**config.mk**
```make
export PLATFORM = sky130hd
export DESIGN_NAME = key_event_fifo
export DESIGN_NICKNAME = d
export VERILOG_FILES = /design/src/rtl/key_event_fifo.sv
export SDC_FILE = /design/constraint.sdc
export NUM_CORES = 1
export LEC_CHECK = 0
export CAP_MARGIN = 0
export CORE_AREA = 2 2 102 104
export CTS_BUF_LIST = sky130_fd_sc_hd__clkbuf_8
export CTS_CLUSTER_SIZE = 28
export DETAILED_ROUTE_END_ITERATION = 16
export DIE_AREA = 0 0 104 106
export PLACE_DENSITY_LB_ADDON = 0.25
export SYNTH_ARGS = -nofsm -noshare
export SYNTH_HDL_FRONTEND = slang
export SYNTH_SLANG_ARGS = --single-unit
```
**constraint.sdc**
```tcl
create_clock -name clk -period 4.95 [get_ports clk]
set_clock_uncertainty 0.2 [all_clocks]
set_input_delay 0.495 -clock clk [delete_from_list [all_inputs] [get_ports clk]]
set_output_delay 0.495 -clock clk [all_outputs]
set_load 0.05 [all_outputs]
```
**src/rtl/key_event_fifo.sv**
```systemverilog
// Keypad event path: debounces key presses over whole scan windows and queues one
// 5-bit code per accepted press. Define KEY_REPEAT_EN to enable auto-repeat while held.
module key_event_fifo #(
    parameter int unsigned SCAN_LEN      = 4,
    parameter int unsigned DB_FRAMES     = 3,
    parameter int unsigned DEPTH_LOG2    = 3,
    parameter int unsigned REPEAT_FRAMES = 64
) (
    input  logic                  clk,
    input  logic                  rst_n,
    input  logic                  key_hit,
    input  logic [4:0]            key_code,
    output logic                  rd_valid,
    output logic [4:0]            rd_data,
    input  logic                  rd_ack,
    output logic [DEPTH_LOG2:0]   count,
    output logic                  overflow,
    input  logic                  ovf_clr,
    output logic                  key_down
);

    localparam int unsigned CODE_W = 5;
    localparam int unsigned DEPTH  = 1 << DEPTH_LOG2;
    localparam int unsigned CNT_W  = DEPTH_LOG2 + 1;
    localparam int unsigned WIN_W  = (SCAN_LEN > 1) ? $clog2(SCAN_LEN) : 1;
    localparam int unsigned DB_W   = $clog2(DB_FRAMES + 1);

    if (SCAN_LEN < 1 || DB_FRAMES < 1 || REPEAT_FRAMES < 1) begin : g_cfg_check
        $error("key_event_fifo: SCAN_LEN, DB_FRAMES and REPEAT_FRAMES must be >= 1");
    end

    typedef enum logic [1:0] {IDLE, PRESS_DB, HELD, RELEASE_DB} state_e;

    state_e                  state_q, state_d;
    logic [WIN_W-1:0]        win_cnt_q, win_cnt_d;
    logic                    hit_seen_q, hit_seen_d;
    logic [DB_W-1:0]         db_q, db_d;
    logic [CODE_W-1:0]       mem_q [DEPTH];
    logic [DEPTH_LOG2-1:0]   wr_ptr_q, rd_ptr_q;
    logic [CNT_W-1:0]        count_q, count_d;
    logic                    rd_valid_q, overflow_q, overflow_d, key_down_q;

    logic                    win_end, frame_down, db_hit;
    logic                    ev_push, push, pop, full, wr, drop;
    logic [CODE_W-1:0]       push_data;

    // Scan window framing: a frame is "down" if key_hit was seen anywhere in it.
    always_comb begin
        win_end    = (win_cnt_q == WIN_W'(SCAN_LEN - 1));
        frame_down = hit_seen_q | key_hit;
        win_cnt_d  = win_end ? '0 : win_cnt_q + WIN_W'(1);
        hit_seen_d = win_end ? 1'b0 : (hit_seen_q | key_hit);
        db_hit     = ((db_q + DB_W'(1)) == DB_W'(DB_FRAMES));
    end

    // Debounce FSM, advanced only at window-end edges.
    always_comb begin
        state_d = state_q;
        db_d    = db_q;
        ev_push = 1'b0;
        if (win_end) begin
            unique case (state_q)
                IDLE: if (frame_down) begin
                    if (DB_FRAMES == 1) begin
                        ev_push = 1'b1;
                        state_d = HELD;
                    end else begin
                        state_d = PRESS_DB;
                        db_d    = DB_W'(1);
                    end
                end
                PRESS_DB: begin
                    if (!frame_down) begin
                        state_d = IDLE;
                        db_d    = '0;
                    end else if (db_hit) begin
                        ev_push = 1'b1;
                        state_d = HELD;
                        db_d    = '0;
                    end else begin
                        db_d = db_q + DB_W'(1);
                    end
                end
                HELD: if (!frame_down) begin
                    if (DB_FRAMES == 1) begin
                        state_d = IDLE;
                    end else begin
                        state_d = RELEASE_DB;
                        db_d    = DB_W'(1);
                    end
                end
                RELEASE_DB: begin
                    if (frame_down) begin
                        state_d = HELD;
                        db_d    = '0;
                    end else if (db_hit) begin
                        state_d = IDLE;
                        db_d    = '0;
                    end else begin
                        db_d = db_q + DB_W'(1);
                    end
                end
                default: begin
                    state_d = IDLE;
                    db_d    = '0;
                end
            endcase
        end
    end

`ifdef KEY_REPEAT_EN
    localparam int unsigned REP_W = $clog2(REPEAT_FRAMES + 1);

    logic [REP_W-1:0]  rep_q, rep_d;
    logic [CODE_W-1:0] code_q, code_d;
    logic              rep_push;

    // Auto-repeat: counts down-frames while HELD, re-pushing the code latched at acceptance.
    always_comb begin
        rep_d    = '0;
        code_d   = code_q;
        rep_push = 1'b0;
        if (ev_push) code_d = key_code;
        if (state_q == HELD) begin
            rep_d = rep_q;
            if (win_end && !frame_down) begin
                rep_d = '0;
            end else if (win_end) begin
                if ((rep_q + REP_W'(1)) == REP_W'(REPEAT_FRAMES)) begin
                    rep_push = 1'b1;
                    rep_d    = '0;
                end else begin
                    rep_d = rep_q + REP_W'(1);
                end
            end
        end
        push      = ev_push | rep_push;
        push_data = rep_push ? code_q : key_code;
    end

    always_ff @(posedge clk or negedge rst_n) begin
        if (!rst_n) begin
            rep_q  <= '0;
            code_q <= '0;
        end else begin
            rep_q  <= rep_d;
            code_q <= code_d;
        end
    end
`else
    always_comb begin
        push      = ev_push;
        push_data = key_code;
    end
`endif

    // FIFO control: a pop frees the slot, so push+pop on a full FIFO never drops.
    always_comb begin
        pop        = rd_valid_q & rd_ack;
        full       = (count_q == CNT_W'(DEPTH));
        wr         = push & (~full | pop);
        drop       = push & full & ~pop;
        count_d    = count_q + CNT_W'(wr) - CNT_W'(pop);
        overflow_d = drop ? 1'b1 : (ovf_clr ? 1'b0 : overflow_q);
    end

    always_ff @(posedge clk or negedge rst_n) begin
        if (!rst_n) begin
            state_q    <= IDLE;
            win_cnt_q  <= '0;
            hit_seen_q <= 1'b0;
            db_q       <= '0;
            wr_ptr_q   <= '0;
            rd_ptr_q   <= '0;
            count_q    <= '0;
            rd_valid_q <= 1'b0;
            overflow_q <= 1'b0;
            key_down_q <= 1'b0;
            for (int i = 0; i < int'(DEPTH); i++) mem_q[i] <= '0;
        end else begin
            state_q    <= state_d;
            win_cnt_q  <= win_cnt_d;
            hit_seen_q <= hit_seen_d;
            db_q       <= db_d;
            count_q    <= count_d;
            rd_valid_q <= (count_d != '0);
            overflow_q <= overflow_d;
            key_down_q <= (state_d == HELD) || (state_d == RELEASE_DB);
            if (wr) begin
                mem_q[wr_ptr_q] <= push_data;
                wr_ptr_q        <= wr_ptr_q + DEPTH_LOG2'(1);
            end
            if (pop) rd_ptr_q <= rd_ptr_q + DEPTH_LOG2'(1);
        end
    end

    assign rd_valid = rd_valid_q;
    assign rd_data  = mem_q[rd_ptr_q];
    assign count    = count_q;
    assign overflow = overflow_q;
    assign key_down = key_down_q;

endmodule

```
== Yosys cells after proc, flatten, opt, wreduce, memory -nomap -nowiden ==
Cells that the tools add are included.

* Reduce and logical (&&, ||, !) cells: 6
* Magnitude comparators: 3
* Equal/unequal tests: 10
* Add/subtract/negate cells: 6
* Bitwise gates (word level): 10
* Multiplexer cells: 28

{| class="wikitable"
|+ Operators with widths
! cell !! count
|-
| $bwmux 40 || 1
|-
| $mux 2 || 13
|-
| $pmux 2 s4 || 2
|-
| $bmux 5 s3 || 1
|-
| $demux 5 s3 || 1
|-
| $mux 5 || 3
|-
| $eq 2x2->1 const B || 6
|-
| $ge 4x4->1 const B || 2
|-
| $not 3->4 || 2
|-
| $mux 1 || 7
|-
| $add 3x1->3 const B || 2
|-
| $add 2x1->2 const B || 2
|-
| $add 4x1->4 || 1
|-
| $and 1x1->1 || 4
|-
| $eq 4x4->1 const B || 1
|-
| $lt 4x1->1 const B || 1
|-
| $ne 2x2->1 const B || 2
|-
| $reduce_bool 4->1 || 1
|-
| $sub 4x1->4 || 1
|-
| $reduce_and 3->1 || 1
|-
| $eq 2x1->1 const B || 1
|-
| $logic_not 2->1 || 1
|-
| $not 1->1 || 2
|-
| $or 1x1->1 || 2
|-
| 3 further kinds || 3
|}

* Input bits: 10
* Bits in registers: 60

== Logic depth before layout (Yosys ltp) ==
* Depth after elaboration: 10
* Gate-level depth with buffers: 11
* Depth with buffers taken out: 11

== Worst setup path after synthesis ==
No wires, ideal clock.

* Path type: reg-to-reg
* Start: register count_q[2] (netlist: count[2])
* End: register rd_valid_q (netlist: rd_valid)
* Arrival: 3.055 ns
* Buffers on the path: 0
* Slack: 1.557 ns
* Cell stages (with the launch flop): 12
* Cells stage by stage: dfrtp_1 inv_1 ha_1 a2111oi_2 inv_1 ha_1 inv_1 ha_1 inv_1 fa_1 inv_1 or4_1

* Longest elaborated chain between the ends: 7

{| class="wikitable"
|+ RTL lines
! what !! RTL line !! source
|-
| from (decl) || 40 || <nowiki>logic [CNT_W-1:0] count_q, count_d;</nowiki>
|-
| from (signal assigned) || 185 || <nowiki>count_q <= count_d;</nowiki>
|-
| $eq 4x4->1 || 160 || <nowiki>full = (count_q == CNT_W'(DEPTH));</nowiki>
|-
| $not 1->1 || 161 || <nowiki>wr = push & (~full | pop);</nowiki>
|-
| $or 1x1->1 || 161 ||
|-
| $and 1x1->1 || 161 ||
|-
| $add 4x1->4 || 163 || <nowiki>count_d = count_q + CNT_W'(wr) - CNT_W'(pop);</nowiki>
|-
| $sub 4x1->4 || 163 ||
|-
| named net count_d[1] || 40 ||
|-
| $reduce_bool 4->1 || 186 || <nowiki>rd_valid_q <= (count_d != '0);</nowiki>
|-
| to (signal assigned) || 186 ||
|-
| to (decl) || 41 || <nowiki>logic rd_valid_q, overflow_q, overflow_d, key_down_q;</nowiki>
|}

The timed path passes the listed nets, and every way through them passes these cells.
A chain may end at the register's enable or synchronous reset.

== Final worst setup path ==
* Start: register rd_ptr_q[0]
* End: output port rd_data[4]

* Longest elaborated chain between the ends: 4

{| class="wikitable"
|+ RTL lines
! what !! RTL line !! source
|-
| from (decl) || 39 || <nowiki>logic [DEPTH_LOG2-1:0] wr_ptr_q, rd_ptr_q;</nowiki>
|-
| from (signal assigned) || 193 || <nowiki>if (pop) rd_ptr_q <= rd_ptr_q + DEPTH_LOG2'(1);</nowiki>
|-
| $not 3->4 (implied by the code) || 198 || <nowiki>assign rd_data = mem_q[rd_ptr_q];</nowiki>
|-
| $bmux 5 s3 || 198 ||
|-
| $mux 5 (implied by the code) (2 in a row) || 198 ||
|-
| to (decl) || 14 || <nowiki>output logic [4:0] rd_data,</nowiki>
|}

No other way between the ends. The select of a mux whose other input is x is not followed.

==> metrics <==
Post-Syn Area 0.002821 mm²; Final TNS setup 0 ns; H-tree depth 3; Antenna Cells 0; global route overflow 0; vias in the first global route 1651; R2R setup slack 1.63 ns; share of layout cells above drive strength 1 between 30% and 40%; most frequent cell after synthesis dfrtp_1; fmax 288.6 MHz; later-pin clock latency in the skew report about 0.33 ns; Root Driver clkbuf_8; number of synthesized flops with an enable pin 0; Synth top area share 53.22%; Critical Path Source Type flip-flop; I/O pin total 22; final setup vio count 0; post-synth cell types 33; DR vias/cell 4.521; DPL Wire Length about 3400 µm; Top FF cell, synth dfrtp_1; crit path capture type primary output; All-Layer GR Usage between 10% and 20%; Peak VDD IR 281.5 µV; CTS buffer count 9; Arr. time, crit path 2.77 ns; Bufs on Longest Clock Path 2; first-pass GRT wire length 8707 µm; largest area contributor in the netlist dfrtp_1; Slew Limit Fails 0; total die area 0.01102 mm²; Layout Cells excl Fill between 300 and 400; maximum fanout along the worst path 12; register area share after synthesis 53.22%; Final Net Count 233; Leakage 1.652 nW; core area 0.01000 mm²; Hold WC Path Type in2async; CTS tree built; RSZ-0062 raised after global routing false; synthesized area per cell 15.09 µm²; max-cap viol count 0; Net Count, Synth 206; Die X roughly 100 µm; CTS clock-pin slew for the worst setup and hold paths roughly 0.070 ns; FF+latch count, synth 60; DRC Markers 0; initial antenna violation count 0; DR WL met3 230 µm; Routed Antenna Nets 0; dpl cells 339; largest net degree at the start of global routing 61; final WL 5267 µm; M1 WL 2415 µm; Setup CP Type reg2out; hold_buf cts 0; DR iter-0 viols 32; status complete, no violations; Area contributors post-synth dfrtp_1, mux2_2, mux4_2; Pwr Density 423.6 mW/mm²; Vias 1605; most frequent cells after synthesis dfrtp_1, mux2_2, inv_1, mux2_1, mux4_2; num rows 37; post-cts resize count 0; Reg2Reg Depth 11; gpl congestion 0.7175; CP Data Required Time 4.26 ns; Slew headroom 46.34%; starting density of the core approximately 28%; Layout Area Growth over Synthesis 21.33%; r2r endpoint rd_valid; setup bufs post-CTS 0; Post-Syn Instances about 190; synth warn 0; met2 WL 2572 µm; drt pass-1 iters 4; Tcrit/Tclk final about 70%; Die Y 106 µm; # port buffers 21; drt wl/cell about 15 µm; post-layout min period 3.465 ns; Sink Count 60; max layer used met4; r2r startpoint win_cnt_q[0]; Worst-Margin Slew between 0.8 and 0.9 ns; final hold slack 0.1166 ns; final hold vios 0; Synth async-reset ratio 100.0%
==> metrics by stage <==
stage / utilization [%] / worst slack (ns) / cell area, µm² / total power, mW
2_1_floorplan: - / 1.557 / 2821 / 0.8190
3_3_place_gp: 31.73 / 1.243 / 3173 / 0.9248
3_5_place_dp: 31.73 / 1.212 / 3173 / 0.9253
4_1_cts: 34.23 / 1.420 / 3423 / 1.477
5_1_grt: 34.23 / 1.310 / 3423 / 1.541
6_report: 34.23 / 1.485 / 3423 / 1.450
==> critical path, stage by stage, from the launching register on <==
cell             delay, ns
dfrtp_1               0.86
mux4_2                0.60
mux2_2                0.28
clkdlybuf4s50_1       0.70
==> cell families after synthesis <==
logic type | Yosys count | synth area share [%]
flops | 60 | 53.22
mux | 57 | 26.74
simple gates | 23 | 6.873
buf+inv | 16 | 2.439
compound gates | 15 | 4.301
fa+ha+maj | 9 | 4.257
xor+xnor | 7 | 2.173
==> state kept, by name (all words and copies together), names as in the netlist <==
register    flops
count           4
db_q            2
hit_seen_q      1
key_down        1
mem_q          40
overflow        1
rd_ptr_q        3
rd_valid        1
state_q         2
win_cnt_q       2
wr_ptr_q        3
==> worst max path at each step <==
stage           startpoint    endpoint  slack, ns
3_5_place_dp        rd_ack    rd_valid       1.21
3_3_place_gp        rd_ack    rd_valid       1.24
2_1_floorplan     count[2]    rd_valid       1.56
4_1_cts        rd_ptr_q[0]  rd_data[4]       1.42
6_report       rd_ptr_q[0]  rd_data[4]       1.49
5_1_grt        rd_ptr_q[0]  rd_data[4]       1.31
==> per-layer routing <==
layer,up-vias,track usage (%)
met5,-,0
met4,0,2.606
met3,6,4.108
met2,30,17.15
met1,825,12.88
li1,744,-
==> where the power goes <==
| part | total [mW] | internal (mW) | switching, mW |
|---|---|---|---|
| sequential | 0.614 | 0.526 | 0.0882 |
| combinational | 0.292 | 0.140 | 0.152 |
| clock | 0.544 | 0.359 | 0.184 |
==> layout make-up <==
| type | count | area (µm²) |
|---|---|---|
| repair buffers | 22 | 212.7 |
| inverters | 10 | 37.54 |
| fillers | 1010 | 6576 |
| well taps | 136 | 170.2 |
| multi-input cells | 111 | 1251 |
| flip-flops and latches | 60 | 1501 |
| clock inverters | 5 | 98.84 |
| clock buffers | 11 | 151.4 |
==> placed cells by master (no fill, tap or decap), types with 4 or more instances in the layout <==
cell,netlist,routed
clkbuf_8,0,11
clkdlybuf4s50_1,0,20
dfrtp_1,60,60
ha_1,8,8
inv_1,10,11
mux2_1,10,10
mux2_2,37,37
mux4_2,10,10
nand2_1,6,6
nor2_1,4,4
o21ai_0,5,5
xnor2_1,6,6
No activity file was read; power rests on OpenSTA's default activity.
